$ cat config.mk
export PLATFORM = sky130hd
export DESIGN_NAME = fc_argmax
export DESIGN_NICKNAME = d
export VERILOG_FILES = /design/src/rtl/lenet_pkg.sv /design/src/rtl/argmax_cmp.sv /design/src/rtl/fc_argmax.sv
export SDC_FILE = /design/constraint.sdc
export NUM_CORES = 1
export LEC_CHECK = 0
export ABC_AREA = 1
export CAP_MARGIN = 20
export CORE_MARGIN = 1.5
export CORE_UTILIZATION = 56
export CTS_BUF_LIST = sky130_fd_sc_hd__clkbuf_2 sky130_fd_sc_hd__clkbuf_4 sky130_fd_sc_hd__clkbuf_8
export CTS_CLUSTER_DIAMETER = 120
export DETAILED_ROUTE_END_ITERATION = 7
export PLACE_DENSITY = 0.82
export SYNTH_ARGS = -nofsm -noshare
export SYNTH_HDL_FRONTEND = slang
export SYNTH_SLANG_ARGS = --single-unit
$ cat constraint.sdc
create_clock -name clk -period 4 [get_ports clk]
set_input_delay 0.4 -clock clk [delete_from_list [all_inputs] [get_ports clk]]
set_output_delay 0.4 -clock clk [all_outputs]
set_load 0.01 [all_outputs]
$ cat src/rtl/lenet_pkg.sv
// Shared LeNet definitions.
// Contents: the FC2 argmax FSM encoding, the SRAM f word/lane geometry and the
// default number of FC2 classes.
package lenet_pkg;

  localparam int unsigned NUM_CLASS_DEF  = 10;
  localparam int unsigned SRAM_WORD_W    = 32;
  localparam int unsigned LANES_PER_WORD = 4;
  localparam int unsigned LANE_W         = SRAM_WORD_W / LANES_PER_WORD;
  localparam logic [1:0]  LAST_LANE      = 2'(LANES_PER_WORD - 1);

  typedef enum logic [2:0] {
    ST_IDLE,
    ST_REQ,
    ST_LOAD,
    ST_SCAN,
    ST_DONE
  } argmax_state_t;

endpackage

$ cat src/rtl/argmax_cmp.sv
// Signed compare-and-select for the running argmax.
// Ports:
//   score/index       candidate score and its class index
//   cur_max/cur_idx   running maximum and its class index
//   first             load the candidate unconditionally (first class)
//   next_max/next_idx updated running maximum and index
// Strict greater-than keeps the lower index on ties.
module argmax_cmp #(
  parameter int unsigned DATA_WIDTH = 8,
  parameter int unsigned IDX_W      = 4
) (
  input  logic [DATA_WIDTH-1:0] score,
  input  logic [IDX_W-1:0]      index,
  input  logic [DATA_WIDTH-1:0] cur_max,
  input  logic [IDX_W-1:0]      cur_idx,
  input  logic                  first,
  output logic [DATA_WIDTH-1:0] next_max,
  output logic [IDX_W-1:0]      next_idx
);

  logic take;

  always_comb begin
    take     = first || ($signed(score) > $signed(cur_max));
    next_max = take ? score : cur_max;
    next_idx = take ? index : cur_idx;
  end

endmodule

$ cat src/rtl/fc_argmax.sv
// FC2 argmax: after fc2_done, reads the FC2 scores from SRAM f (four signed
// bytes per word, lane 0 in bits [31:24]) and reports the index and value of
// the largest score.
// Ports:
//   clk, srstn        clock, synchronous active-low reset
//   fc2_done          start pulse (ignored while busy)
//   sram_raddr_f      registered SRAM f word address
//   sram_rdata_f      SRAM f read word, valid one cycle after the address
//   busy              high in every state except IDLE
//   result_valid      one-cycle completion pulse
//   result_class      index of the maximum score (held between completions)
//   result_score      maximum score (held between completions)
module fc_argmax
  import lenet_pkg::*;
#(
  parameter int unsigned NUM_CLASS  = NUM_CLASS_DEF,
  parameter int unsigned DATA_WIDTH = LANE_W
) (
  input  logic                  clk,
  input  logic                  srstn,
  input  logic                  fc2_done,
  output logic [1:0]            sram_raddr_f,
  input  logic [31:0]           sram_rdata_f,
  output logic                  busy,
  output logic                  result_valid,
  output logic [3:0]            result_class,
  output logic [DATA_WIDTH-1:0] result_score
);

  localparam logic [3:0] IDX_LAST = 4'(NUM_CLASS - 1);

  argmax_state_t         state, state_nxt;
  logic [31:0]           word;
  logic [1:0]            lane;
  logic [3:0]            cls_idx;
  logic [DATA_WIDTH-1:0] max_score, score, next_max;
  logic [3:0]            max_idx, next_idx;
  logic                  scan_last;

  assign scan_last = (cls_idx == IDX_LAST);
  assign busy      = (state != ST_IDLE);

  always_comb begin
    case (lane)
      2'd1:    score = word[SRAM_WORD_W-1-LANE_W   -: DATA_WIDTH];
      2'd2:    score = word[SRAM_WORD_W-1-2*LANE_W -: DATA_WIDTH];
      2'd3:    score = word[SRAM_WORD_W-1-3*LANE_W -: DATA_WIDTH];
      default: score = word[SRAM_WORD_W-1          -: DATA_WIDTH];
    endcase
  end

  argmax_cmp #(
    .DATA_WIDTH (DATA_WIDTH),
    .IDX_W      (4)
  ) u_cmp (
    .score    (score),
    .index    (cls_idx),
    .cur_max  (max_score),
    .cur_idx  (max_idx),
    .first    (cls_idx == '0),
    .next_max (next_max),
    .next_idx (next_idx)
  );

  always_ff @(posedge clk) begin
    if (!srstn) state <= ST_IDLE;
    else        state <= state_nxt;
  end

  always_comb begin
    state_nxt = state;
    case (state)
      ST_IDLE: if (fc2_done) state_nxt = ST_REQ;
      ST_REQ:  state_nxt = ST_LOAD;
      ST_LOAD: state_nxt = ST_SCAN;
      ST_SCAN: begin
        if (scan_last)              state_nxt = ST_DONE;
        else if (lane == LAST_LANE) state_nxt = ST_REQ;
      end
      ST_DONE: state_nxt = ST_IDLE;
      default: state_nxt = ST_IDLE;
    endcase
  end

  // The result registers are loaded on the edge entering DONE (straight from
  // the comparator) so result_valid and the new result are visible together
  // during the DONE cycle.
  always_ff @(posedge clk) begin
    if (!srstn) begin
      sram_raddr_f <= '0;
      word         <= '0;
      lane         <= '0;
      cls_idx      <= '0;
      max_score    <= '0;
      max_idx      <= '0;
      result_valid <= 1'b0;
      result_class <= '0;
      result_score <= '0;
    end else begin
      result_valid <= (state == ST_SCAN) && scan_last;
      case (state)
        ST_IDLE: begin
          if (fc2_done) begin
            sram_raddr_f <= '0;
            cls_idx      <= '0;
          end
        end
        ST_LOAD: begin
          word <= sram_rdata_f;
          lane <= '0;
        end
        ST_SCAN: begin
          max_score <= next_max;
          max_idx   <= next_idx;
          lane      <= lane + 2'd1;
          cls_idx   <= cls_idx + 4'd1;
          if (scan_last) begin
            result_class <= next_idx;
            result_score <= next_max;
          end else if (lane == LAST_LANE) begin
            sram_raddr_f <= sram_raddr_f + 2'd1;
          end
        end
        default: ;
      endcase
    end
  end

endmodule

# == Word level (Yosys, flattened, before mapping) ==
# Cells that the tools add are included.
# op_classes
addsub,3
n_lt_le_gt_ge,1
eq_ne,11
n_mux,14
reduce_logical,11
# ops
operator,n
one-hot mux 8 bit (3 select lines),1
one-hot mux 3 bit (4 select lines),1
2-to-1 mux 3 bit,3
> comparator 8 bit,1
2-to-1 mux 4 bit,2
2-to-1 mux 8 bit,1
one-hot mux 2 bit (2 select lines),2
one-hot mux 4 bit (2 select lines),1
"equality test 3 x 2 -> 1 bit, second input constant",2
2-to-1 mux 2 bit,3
"inequality test 2 bit, second input constant",3
AND reduction 2 bit,3
"adder 2 x 1 -> 2 bit, second input constant",2
"adder 4 x 1 -> 4 bit, second input constant",1
"equality test 2 bit, second input constant",2
"equality test 4 bit, second input constant",1
zero test 4 bit,1
AND reduction 4 bit,1
nonzero test 2 bit,2
"equality test 3 x 1 -> 1 bit, second input constant",1
zero test 3 bit,1
"inequality test 3 bit, second input constant",1
nonzero test 3 bit,1
"equality test 2 x 1 -> 1 bit, second input constant",1
other kinds (2),2
# word_totals
regBits,68
in_bits,35
out_inout_bits,16

# == Depth between registers and ports, before layout ==
# logic_depth
word_depth,5
ltp_mapped,23
mapped_depth_nobuf,21

# == By module ==
# A second synthesis with hierarchy kept.
# unflattened
hier_cells,441
area_unflattened_um2,3279.4
# by_module_without_submodules
mod,instances,cells_per_inst,area_per_inst_um2,seq_area_each_um2
fc_argmax,1,354,2760.1,1361.3
argmax_cmp,1,87,519.2,0.0

# == Worst setup path after synthesis ==
# Ideal clock, no wire load.
# synth_path
path_type,flip-flop to flip-flop
start,register lane[0]
end,register max_score[3]
setup_ps,109
arrival_time_ps,2348
slack_ps,1543
path_stages_with_launch,18
period_less_slack_ps,2457
path_cell_list,dfxtp_1 -> inv_1 -> ha_1 -> buf_2 -> clkinv_1 -> nor2_1 -> a31oi_1 -> ha_1 -> a21o_1 -> nor2_2 -> nand2_1 -> nand2_1 -> nand3_2 -> buf_4 -> nand3_1 -> nand3_1 -> nand2_1 -> inv_1
# synth_via
elab_chain_cells,5
word_cells_on_any_way,7
# synth_lines
item,line_no,text
from (decl),fc_argmax.sv:34,logic [1:0] lane;
from (signal assigned),fc_argmax.sv:115,lane <= lane + 2'd1;
equality test 2 bit / equality test 2 x 1 -> 1 bit (equally long branches),fc_argmax.sv:44,case (lane)
one-hot mux 8 bit (3 select lines) *,fc_argmax.sv:44,
> comparator 8 bit,argmax_cmp.sv:24,take = first || ($signed(score) > $signed(cur_max));
logical OR 1 bit,argmax_cmp.sv:24,
2-to-1 mux 8 bit *,argmax_cmp.sv:25,next_max = take ? score : cur_max;
to (signal assigned),fc_argmax.sv:113,max_score <= next_max;
to (decl),fc_argmax.sv:36,"logic [DATA_WIDTH-1:0] max_score, score, next_max;"
# Mark *: on every way between the ends. The rest lies on a longest branch, timed or not.
# A chain may end at the register's enable or synchronous reset.

# == Final worst setup path ==
# layout_path
start,register lane[0]
end,register result_class[0]
# layout_via
elab_chain_cells,5
word_cells_on_any_way,7
# layout_lines
item,line_no,text
equality test 2 bit / equality test 2 x 1 -> 1 bit (equally long branches),fc_argmax.sv:44,
one-hot mux 8 bit (3 select lines) *,fc_argmax.sv:44,
> comparator 8 bit *,argmax_cmp.sv:24,
logical OR 1 bit *,argmax_cmp.sv:24,
2-to-1 mux 4 bit *,argmax_cmp.sv:26,next_idx = take ? index : cur_idx;
to (signal assigned),fc_argmax.sv:118,result_class <= next_idx;
to (decl),fc_argmax.sv:26,"output logic [3:0] result_class,"
# Marks and branches as above.

==> summary by stage <==
Clock tree
The number of buffers inserted for hold repair after clock tree synthesis is 0. For the worst-skew pair, the clock arrives at the later sink with an insertion delay of 340 ps. The CTS clock-pin slew for the worst setup and hold paths is 70 ps.

The clock root buffer is clkbuf_8. TritonCTS built the clock tree. The buffer depth of the longest clock path is 2. The clock drives 68 sinks. The number of H-tree levels is 3. The number of post-CTS setup repair buffers is 0. The count of instances resized after the clock tree is built is 0.

The number of buffers created by CTS is 9.

STA
The max-slew violation count is 0. The period utilization is 78.1%. The final number of hold-violating endpoints is 0.

The clock skew is 9.03 ps. The slew at the pin with the worst max-slew slack is 943 ps. The worst relative slew slack is 36.8%. Hold timing on the final database bottoms out at a slack of 485 ps. The final number of setup-violating endpoints is 0. Setup repair after global routing left no endpoint under its margin. Setup total negative slack on the finished layout was measured at 0 ps. Based on the critical path, the design can be clocked at up to 320 MHz. Counting I/O delays and the setup requirement, the final critical path takes 3120 ps.

Detailed routing
In the final routed layout, each cell accounts on average for 12.3 um. Once detail routing completed, the nets flagged for antenna violations numbered 0. The residual DRC count is 0. After detailed routing, the total wire length is 7180 um. After detailed routing, the number of vias per cell comes to 5.22. The DRC violation total after the first TritonRoute iteration is 173. For this block, the via count after detailed routing is 3036. The pre-antenna-repair detailed-routing pass consisted of 6 iterations.

Synth
The share of the Yosys chip area taken by registers is 41.7%. The number of standard cells after synthesis is 467. The biggest area contributor in the post-synthesis netlist is dfxtp_1. The synthesized netlist occupies a cell area of 3270 um2. In the post-synthesis netlist, the biggest area contributors are dfxtp_1, nor2_1, nand2_1. After synthesis the netlist holds a flip-flop and latch count of 68. The proportion of netlist area held by the largest area contributor is 41.7%.

The number of nets in the synthesized netlist is 517. The netlist uses 32 different library cells. Sorting the synthesized cells by how often they occur yields nor2_1, dfxtp_1, nand2_1, inv_1, nand3_1. The synthesized design contains 0 enable-type register cells. The share of synthesized flip-flops with an asynchronous set or reset is 0%. For this run, the leading register cell type out of synthesis is dfxtp_1. The most common cell in the netlist is nor2_1. For this run, the number of Yosys warnings is 0. The average cell area after synthesis is 6.99 um2.

Critical path
In this run the worst setup path begins at lane[0]$_SDFFE_PN0P_. The launching point of the worst reg2reg path is lane[0]$_SDFFE_PN0P_. In this run the number of cells on the critical path is 16. The capturing instance or port of the critical path is result_class[0]$_SDFFE_PN0P_.

In this run the critical register-to-register path is captured at result_class[0]$_SDFFE_PN0P_. The arrival time at the worst endpoint is 3420 ps. The largest fanout on the critical path is 13.

The type of the worst setup path is reg2reg. Setup slack on the worst reg-to-reg path comes out at 880 ps. The length in cells of the worst reg-to-reg path is 16. In this design, the stage delay of the slowest critical-path cell is 360 ps. The startpoint type of the worst setup path is a flop.

The largest delay contributor family on the critical path is simple AND/OR/NAND/NOR gates. The cell that appears most often on the critical path is nand2_1. The kind of end point of the critical path is a flop.

Traced cell by cell, the critical path runs through inv_1 > ha_1 > clkinv_1 > nor2_1 > a31oi_1 > ha_1 > a21o_1 > nor2_2 > nand2_1 > nand2_1 > nand3_2 > nand2_2 > nand2_1 > nand3_1 > nand2_1 > inv_1. The critical path contains buffers and inverters numbering 3 combined. The cell type of the slowest stage on the worst timing path is nand2_2. For the worst setup path, the data required time is 4290 ps.

Final layout
In the final layout, the share of cells above drive strength 1 is 7.06%. The count of fill cells added during filler insertion is 493. Compared with the post-synthesis result, the final layout area differs by 20.5%. 0 antenna diodes ended up in the layout.

In the final design database the tool counted 556 nets.

Placed design
The HPWL after detailed placement is 5130 um. At the end of routability-driven placement, the weighted congestion stood at 0.848. During placement, the flow inserted port buffers numbering 50.

Floorplan
The horizontal die dimension is 79.4 um. Pin placement for this block handled 51 I/O pins. The floorplan has 27 rows. The die is 79.4 um tall. The initial core utilization is 58.6%.

The floorplan step defined a die boundary enclosing 6300 um2. The core region is 5570 um2.

GRT
The global-route wire length before repair is 12200 um. The number of antenna violations at the first check in global routing is 0. Entering global routing, the biggest net connects 37 pins. The total routing resource utilization after global routing is 24.9%. The via count of the first global-routing pass came to 2758.

The final global-route overflow total is 0.

Power
Summed over all cells, the static leakage comes to 1.66 nW. The peak supply drop is 298 uV. The power density over cell area is 416 nW/um2.

Flow run
The number of max-cap violations is 0.

Run status
The flow ran to the end, and the final reports show no timing, DRC or antenna violations.

Hold path
In this run the worst hold path is classified as reg2reg.
==> sequential cells by signal (all words and copies together) (netlist names) <==
name,flops
sram_raddr_f,2
lane,2
word,32
result_valid,1
result_score,8
state,3
max_score,8
cls_idx,4
max_idx,4
result_class,4
==> cell families (layout without fill, tap and decap cells) <==
logic type / Yosys count / count (layout) / synth area share (%)
adders and majority gates: 15 / 15 / 5.75
AOI/OAI and AO/OA: 72 / 72 / 12.1
buffers and inverters: 74 / 117 / 9.16
xor gates and xnor gates: 1 / 1 / 0.268
and+or+nand+nor: 237 / 237 / 31.0
DFF: 68 / 68 / 41.7
==> stage by stage <==
| stage | util (%) | setup WS, ps | instances | area (um2) | power [mW] |
|---|---|---|---|---|---|
| 6_report | 70.6 | 876 | 582 | 3940 | 1.64 |
| 5_1_grt | 70.6 | 517 | 582 | 3940 | 1.73 |
| 4_1_cts | 70.6 | 924 | 582 | 3940 | 1.64 |
| 3_5_place_dp | 67.5 | 946 | 567 | 3760 | 1.14 |
| 3_3_place_gp | 67.5 | 1100 | 567 | 3760 | 1.13 |
| 2_1_floorplan | - | 1540 | 467 | 3270 | 1.05 |
==> cells in the final DEF, fill, tap and decap left out, types with 2 or more instances in the layout <==
master / instances
nor2_1: 111
dfxtp_1: 68
nand2_1: 61
clkdlybuf4s50_1: 50
inv_1: 47
nand3_1: 39
o21ai_0: 33
a21oi_1: 21
ha_1: 15
nand2_2: 11
clkbuf_8: 11
a31oi_1: 10
nor2_2: 4
a211oi_1: 3
nor3_1: 3
nand4_1: 3
clkinv_1: 2
clkbuf_4: 2
clkinv_2: 2
buf_4: 2
==> cell type report <==
class	count	area, um2	share of cell area (%)
Timing Repair Buffer	52	515	13.1
Inverter	50	188	4.77
Clock buffer	13	166	4.23
Tap cell	72	90.1	2.29
Multi-Input combinational cell	325	1610	40.8
Sequential cell	68	1360	34.6
Clock inverter	2	10.0	0.254
==> worst min-delay path: cells and delay by family, from the launching register on <==
kind,cells,cell delay (ps)
flip-flops,1,320
AND/OR/NAND/NOR,1,70
AO/OA/AOI/OAI,1,50
==> routing by layer <==
| layer | share of wire [%] | global-route usage, % | vias to the layer above |
|---|---|---|---|
| met2 | 45 | 39.5 | 61 |
| li1 | - | - | 1577 |
| met5 | 0 | 0 | - |
| met1 | 49 | 32.3 | 1379 |
| met3 | 3.5 | 5.06 | 19 |
| met4 | 2.8 | 12.3 | 0 |
==> how the worst min path moves through the flow <==
stage                                 start                      endpoint  slack (ps)  cells after the start
3_5_place_dp           word[6]$_SDFFE_PN0P_          word[6]$_SDFFE_PN0P_         470                      2
5_1_grt        sram_raddr_f[1]$_SDFFE_PN0P_  sram_raddr_f[1]$_SDFFE_PN0P_         510                      2
4_1_cts                word[6]$_SDFFE_PN0P_          word[6]$_SDFFE_PN0P_         490                      2
2_1_floorplan         word[10]$_SDFFE_PN0P_         word[10]$_SDFFE_PN0P_         450                      2
6_report       sram_raddr_f[1]$_SDFFE_PN0P_  sram_raddr_f[1]$_SDFFE_PN0P_         480                      2
3_3_place_gp          word[12]$_SDFFE_PN0P_         word[12]$_SDFFE_PN0P_         470                      2
==> report_power, final <==
group	total [mW]	internal, mW	switching [mW]
Sequential	0.765	0.730	0.0346
Clock	0.507	0.267	0.239
Combinational	0.364	0.142	0.222
Total	1.64	1.14	0.496
Power figures use the tool's default switching activity.
